`config.mk`:
```
export PLATFORM = sky130hd
export DESIGN_NAME = ex_operand_issue
export DESIGN_NICKNAME = d
export VERILOG_FILES = /design/src/rtl/ex_operand_issue.sv
export SDC_FILE = /design/constraint.sdc
export NUM_CORES = 1
export LEC_CHECK = 0
export ABC_AREA = 1
export CAP_MARGIN = 30
export CORE_AREA = 4 4 149 115
export CTS_CLUSTER_SIZE = 14
export DETAILED_ROUTE_END_ITERATION = 7
export DIE_AREA = 0 0 153 119
export PLACE_DENSITY = 0.72
export SYNTH_ARGS = -nofsm -noshare
export SYNTH_HDL_FRONTEND = slang
export SYNTH_SLANG_ARGS = --single-unit
export TNS_END_PERCENT = 1
```
`constraint.sdc`:
```
create_clock -name clk -period 5.5 [get_ports clk]
set_input_delay 0.825 -clock clk [delete_from_list [all_inputs] [get_ports clk]]
set_output_delay 0.825 -clock clk [all_outputs]
set_load 0.01 [all_outputs]
```
`src/rtl/ex_operand_issue.sv`:
```
// Execute-stage issue register: decodes a MIPS instruction word, selects the
// ALU operands and control bits, and holds them in one ID/EX slot that
// supports valid/ready backpressure, flush and an illegal-instruction counter.
module ex_operand_issue #(
   parameter int unsigned XLEN  = 32,
   parameter int unsigned CNT_W = 16
) (
   input  logic             clk,
   input  logic             rst,
   input  logic             in_valid,
   output logic             in_ready,
   input  logic [31:0]      instr,
   input  logic [XLEN-1:0]  rs_val,
   input  logic [XLEN-1:0]  rt_val,
   input  logic             flush,
   output logic             out_valid,
   input  logic             out_ready,
   output logic [XLEN-1:0]  alu_a,
   output logic [XLEN-1:0]  alu_b,
   output logic [3:0]       alu_ctrl,
   output logic [4:0]       dest_reg,
   output logic             reg_write,
   output logic             mem_read,
   output logic             mem_write,
   output logic             branch,
   output logic [XLEN-1:0]  store_data,
   output logic             illegal,
   output logic [CNT_W-1:0] illegal_count
);

   localparam logic [3:0] ALU_ADD = 4'h0;
   localparam logic [3:0] ALU_SUB = 4'h1;
   localparam logic [3:0] ALU_XOR = 4'h2;
   localparam logic [3:0] ALU_OR  = 4'h3;
   localparam logic [3:0] ALU_AND = 4'h4;
   localparam logic [3:0] ALU_NOT = 4'h5;
   localparam logic [3:0] ALU_SLL = 4'h6;
   localparam logic [3:0] ALU_SRL = 4'h7;
   localparam logic [3:0] ALU_SLT = 4'h8;
   localparam logic [3:0] ALU_ILL = 4'hF;

   localparam logic [CNT_W-1:0] CNT_MAX = '1;

   logic [5:0]      op;
   logic [5:0]      funct;
   logic [4:0]      rt_idx;
   logic [4:0]      rd_idx;
   logic [4:0]      shamt;
   logic [15:0]     imm;
   logic [XLEN-1:0] imm_sext;
   logic [XLEN-1:0] imm_zext;
   logic            unused_rs_field;

   logic [XLEN-1:0] a_d, b_d, st_d;
   logic [3:0]      ctrl_d;
   logic [4:0]      dest_d;
   logic            rw_d, mr_d, mw_d, br_d, ill_d;
   logic            accept;

   assign op              = instr[31:26];
   assign rt_idx          = instr[20:16];
   assign rd_idx          = instr[15:11];
   assign shamt           = instr[10:6];
   assign funct           = instr[5:0];
   assign imm             = instr[15:0];
   assign imm_sext        = {{(XLEN-16){imm[15]}}, imm};
   assign imm_zext        = XLEN'(imm);
   // rs index is consumed by the register file upstream; only its value arrives here
   assign unused_rs_field = ^instr[25:21];

   // Slot accepts when empty or being drained this cycle
   assign in_ready = !out_valid || out_ready;
   assign accept   = in_valid && in_ready;

   // Decode instruction word into ALU operands and control bits
   always_comb begin
      ctrl_d = ALU_ILL;
      a_d    = '0;
      b_d    = '0;
      st_d   = '0;
      dest_d = '0;
      rw_d   = 1'b0;
      mr_d   = 1'b0;
      mw_d   = 1'b0;
      br_d   = 1'b0;
      ill_d  = 1'b1;
      unique case (op)
         6'h00: begin
            unique case (funct)
               6'h20, 6'h22, 6'h24, 6'h25, 6'h26, 6'h2A, 6'h27: begin
                  a_d    = rs_val;
                  b_d    = (funct == 6'h27) ? '0 : rt_val;
                  dest_d = rd_idx;
                  rw_d   = 1'b1;
                  ill_d  = 1'b0;
                  unique case (funct)
                     6'h20:   ctrl_d = ALU_ADD;
                     6'h22:   ctrl_d = ALU_SUB;
                     6'h24:   ctrl_d = ALU_AND;
                     6'h25:   ctrl_d = ALU_OR;
                     6'h26:   ctrl_d = ALU_XOR;
                     6'h2A:   ctrl_d = ALU_SLT;
                     default: ctrl_d = ALU_NOT;
                  endcase
               end
               6'h00, 6'h02: begin
                  ctrl_d = (funct == 6'h00) ? ALU_SLL : ALU_SRL;
                  a_d    = rt_val;
                  b_d    = XLEN'(shamt);
                  dest_d = rd_idx;
                  rw_d   = 1'b1;
                  ill_d  = 1'b0;
               end
               default: ;
            endcase
         end
         6'h08, 6'h0A, 6'h0C, 6'h0D, 6'h0E, 6'h23, 6'h2B: begin
            a_d    = rs_val;
            dest_d = rt_idx;
            ill_d  = 1'b0;
            rw_d   = 1'b1;
            b_d    = imm_sext;
            ctrl_d = ALU_ADD;
            unique case (op)
               6'h0A: ctrl_d = ALU_SLT;
               6'h0C: begin ctrl_d = ALU_AND; b_d = imm_zext; end
               6'h0D: begin ctrl_d = ALU_OR;  b_d = imm_zext; end
               6'h0E: begin ctrl_d = ALU_XOR; b_d = imm_zext; end
               6'h23: mr_d = 1'b1;
               6'h2B: begin mw_d = 1'b1; rw_d = 1'b0; st_d = rt_val; end
               default: ;
            endcase
         end
         6'h04: begin
            ctrl_d = ALU_SUB;
            a_d    = rs_val;
            b_d    = rt_val;
            dest_d = rt_idx;
            br_d   = 1'b1;
            ill_d  = 1'b0;
         end
         default: ;
      endcase
      // Register 0 is hardwired; never request a write to it
      if (dest_d == 5'd0) rw_d = 1'b0;
   end

   // ID/EX slot: flush beats accept, accept beats drain
   always_ff @(posedge clk or posedge rst) begin
      if (rst) begin
         out_valid  <= 1'b0;
         alu_a      <= '0;
         alu_b      <= '0;
         alu_ctrl   <= ALU_ADD;
         dest_reg   <= '0;
         reg_write  <= 1'b0;
         mem_read   <= 1'b0;
         mem_write  <= 1'b0;
         branch     <= 1'b0;
         store_data <= '0;
         illegal    <= 1'b0;
      end else if (flush) begin
         out_valid <= 1'b0;
         illegal   <= 1'b0;
      end else if (accept) begin
         out_valid  <= 1'b1;
         alu_a      <= a_d;
         alu_b      <= b_d;
         alu_ctrl   <= ctrl_d;
         dest_reg   <= dest_d;
         reg_write  <= rw_d;
         mem_read   <= mr_d;
         mem_write  <= mw_d;
         branch     <= br_d;
         store_data <= st_d;
         illegal    <= ill_d;
      end else if (out_valid && out_ready) begin
         out_valid <= 1'b0;
      end
   end

   // Saturating count of accepted, unflushed illegal instructions
   always_ff @(posedge clk or posedge rst) begin
      if (rst) begin
         illegal_count <= '0;
      end else if (accept && !flush && ill_d && (illegal_count != CNT_MAX)) begin
         illegal_count <= illegal_count + CNT_W'(1);
      end
   end

endmodule

```
==> key figures <==
Clock network
  • Setup bufs post-CTS: 0
  • CTS root buffer: clkbuf_16
  • Hold buffers post-CTS: 0
  • CTS H-tree lvls: 4
  • CTS resizes: 0
  • CTS sink count: 127
  • CTS tree: done
  • Clock Latency Late Sink: 0.42 ns
  • CTS Buf Count: 17
  • Buffer depth of the longest clock path: 2
  • Clock transition at the registers of the reported paths: 0.06 ns

Finish
  • Reg area: 0.00318 mm²
  • Synth-to-layout area growth: 49.0%
  • Final std cell area, no fill: 0.00918 mm²
  • Nets: 1080
  • Area occupied by multi-input gates: 0.00245 mm²
  • Filler cells: 1437
  • Share of cells above drive strength 1: 5.95%
  • Regs by FF count: alu_a: 32 flops, alu_b: 32 flops, store_data: 32 flops
  • ANT cells: 0

Worst setup path
  • R2R Setup Slk: 2.93 ns
  • Reg-to-Reg End: alu_b[20]$_DFFE_PP0P_
  • Crit start category: primary input
  • Crit. End Element: flop
  • CP endpoint: alu_b[20]$_DFFE_PP0P_
  • Crit-path slowest cell: buf_4
  • Reg2Reg Depth: 8
  • CP Class: in2reg
  • Worst path arrival time: 3.38 ns
  • Max stage delay on crit path: 0.64 ns
  • Required time worst endpoint: 5.82 ns
  • Reg-to-Reg Start: out_valid$_DFFE_PP0P_
  • Crit-path cells: clkdlybuf4s50_1 > inv_1 > nand2_1 > nand2_1 > nor2_4 > buf_4 > inv_4 > buf_4 > nand2_1 > o21ai_1
  • Max FO, Critical Path: 75
  • CP Launch Point: out_ready
  • Most frequent CP cell: nand2_1

Synthesis
  • Syn nets: 869
  • Largest family of logic cells by synthesized area: simple AND/OR/NAND/NOR gates
  • FF+latch count, synth: 127
  • Leading area contributor after synthesis: dfrtp_1
  • Synth Instances: 767
  • Post-synthesis mux area share: 0%
  • Post-Synth Adder-Cell Area: 0.203%
  • Synth Area in Simple Gates: 21.0%
  • Xor/xnor share of the synthesized area: 1.99%
  • Register area share after synthesis: 51.6%
  • Cell Area, Synth: 0.00616 mm²
  • Compound-Gate Fraction of Synth Area: 16.5%
  • Yosys cell types: 36
  • Synth Warn #: 0
  • Top cells by area, synth: dfrtp_1, nand2_1, a21oi_1, inv_1, o21ai_0
  • Post-synth top area share: 51.6%
  • Syn avg cell area: 8.04 µm²

Drt
  • Post-DR wirelength/cell: 17.1 µm
  • Detailed Route WL: 20.5 mm
  • DRC viols: 0
  • Routed vias: 6043
  • DR vias/cell: 5.03
  • DRT iter0 DRCs: 429
  • Antenna Nets Post-Route: 0
  • Drt pass-1 iters: 5

Floorplanning
  • Total die area: 0.0182 mm²
  • Core ar.: 0.0157 mm²
  • Die width: 153 µm
  • Row count: 40
  • Die height: 119 µm
  • # IOs: 229
  • Initial core utilization: 39.2%

Power
  • Cell-internal power: 2010 µW
  • Combinational cell fraction of total power: 17.1%
  • Pwr Total: 2740 µW
  • VDD IR-drop max: 0.207 mV
  • Power per Cell Area: 299 mW/mm²
  • Sequential share of power: 38.5%
  • Sw Pwr: 728 µW
  • P_leak: 0.00425 µW
  • Sw Share: 26.6%
  • Clk pwr share: 44.4%

Placed design
  • DP Area: 0.00855 mm²
  • GPL Wtd Cong: 0.860
  • Pre-CTS setup slack: 2.06 ns
  • Port bufs: 223
  • DP HPWL: 14.4 mm

GRT
  • Grt ovf: 0
  • Initial antenna violation count: 0
  • First-pass GRT wire length: 32.2 mm
  • Tot GR Track Use: 22.2%
  • Largest net degree at the start of global routing: 94
  • Number of global-route vias before repair: 5720

Timing
  • Worst Tran Pin Value: 0.867 ns
  • Max Freq: 327 MHz
  • Minimum clock period: 3.06 ns
  • RSZ-0062 raised after global routing: no
  • Slack of the critical path: 2.44 ns
  • Hold WS: 0.482 ns
  • Fin. Hold Viols: 0
  • Slew Limit Fails: 0
  • Slew headroom: 42.2%
  • Final Cycle Share: 55.6%
  • Clock skew: 0.0108 ns
  • Final setup TNS: 0 ns
  • Setup Viol. Count Final: 0

Status
  • Outcome: finished, final reports clean

Job
  • Max Cap Violations: 0

Worst hold path
  • HP Class: reg2reg
[how the worst min path moves through the flow]
stage,from,endpoint,cells after the start
2_1_floorplan,alu_ctrl[2]$_DFFE_PP0P_,alu_ctrl[2]$_DFFE_PP0P_,2
3_3_place_gp,store_data[28]$_DFFE_PP0P_,store_data[28]$_DFFE_PP0P_,2
3_5_place_dp,alu_ctrl[2]$_DFFE_PP0P_,alu_ctrl[2]$_DFFE_PP0P_,2
4_1_cts,store_data[19]$_DFFE_PP0P_,store_data[19]$_DFFE_PP0P_,2
5_1_grt,store_data[11]$_DFFE_PP0P_,store_data[11]$_DFFE_PP0P_,2
6_report,store_data[19]$_DFFE_PP0P_,store_data[19]$_DFFE_PP0P_,2
[cell families (layout without fill, tap and decap cells)]
group	Yosys count	count (layout)
fa+ha+maj	1	1
compound gates	195	195
xor+xnor	14	14
buf+inv	133	357
flops	127	127
simple gates	297	297
[cell usage in the layout, fill, tap and decap left out, types with 5 or more instances in the layout]
cell type,n
nand2_1,200
nand4_1,9
xor2_1,12
a21oi_1,85
clkbuf_16,17
buf_4,5
o21ai_0,59
a21boi_1,8
o21ai_1,35
nor2_1,23
inv_6,7
nand3_1,43
inv_1,89
clkdlybuf4s50_1,223
dfrtp_1,127
[power by group through the flow]
stage,clock network [µW],registers (µW),logic (µW)
finish,1220,1060,469
CTS,1240,1060,474
detailed placement,0,1070,471
global route,1270,1070,512
floorplan,0,1100,160
global placement,0,1070,466
[layer usage]
layer,GRT usage (%),vias to the layer above,share of wire [%]
met2,32.7,262,44
li1,-,2911,-
met3,5.78,14,8.7
met4,3.95,0,0.65
met5,0,-,0
met1,33.3,2856,47
[worst max-delay path, delay by kind of cell]
family,cells,cell delay [ns]
buffers and inverters,5,1.98
and+or+nand+nor,4,0.39
AOI/OAI and AO/OA,1,0.14
[cell type report]
| cell class | count | area share (%) |
|---|---|---|
| clock buffer | 18 | 4.67 |
| clock inverter | 14 | 2.21 |
| inverter | 96 | 4.03 |
| multi-input combinational | 507 | 26.7 |
| sequential | 127 | 34.6 |
| tap | 210 | 2.86 |
| timing repair buffer | 229 | 24.9 |
[metrics by stage]
stage	util, %	instances
floorplan	-	767
global placement	54.3	1168
detailed placement	54.4	1169
CTS	58.4	1201
global route	58.4	1201
finish	58.4	1201
[synth_stat cells, drive strengths merged]
cell    number
nand2      204
dfrtp      127
inv         96
o21ai       96
a21oi       85
nand3       45
nor2        28
clkbuf      22
buf         15
xor2        12
a21boi      10
nand4        9
nor3         5
nand3b       4
xnor2        2
a31oi        1
and3         1
ha           1
o21a         1
o22a         1
o31ai        1
or3          1
Power figures use the tool's default switching activity.
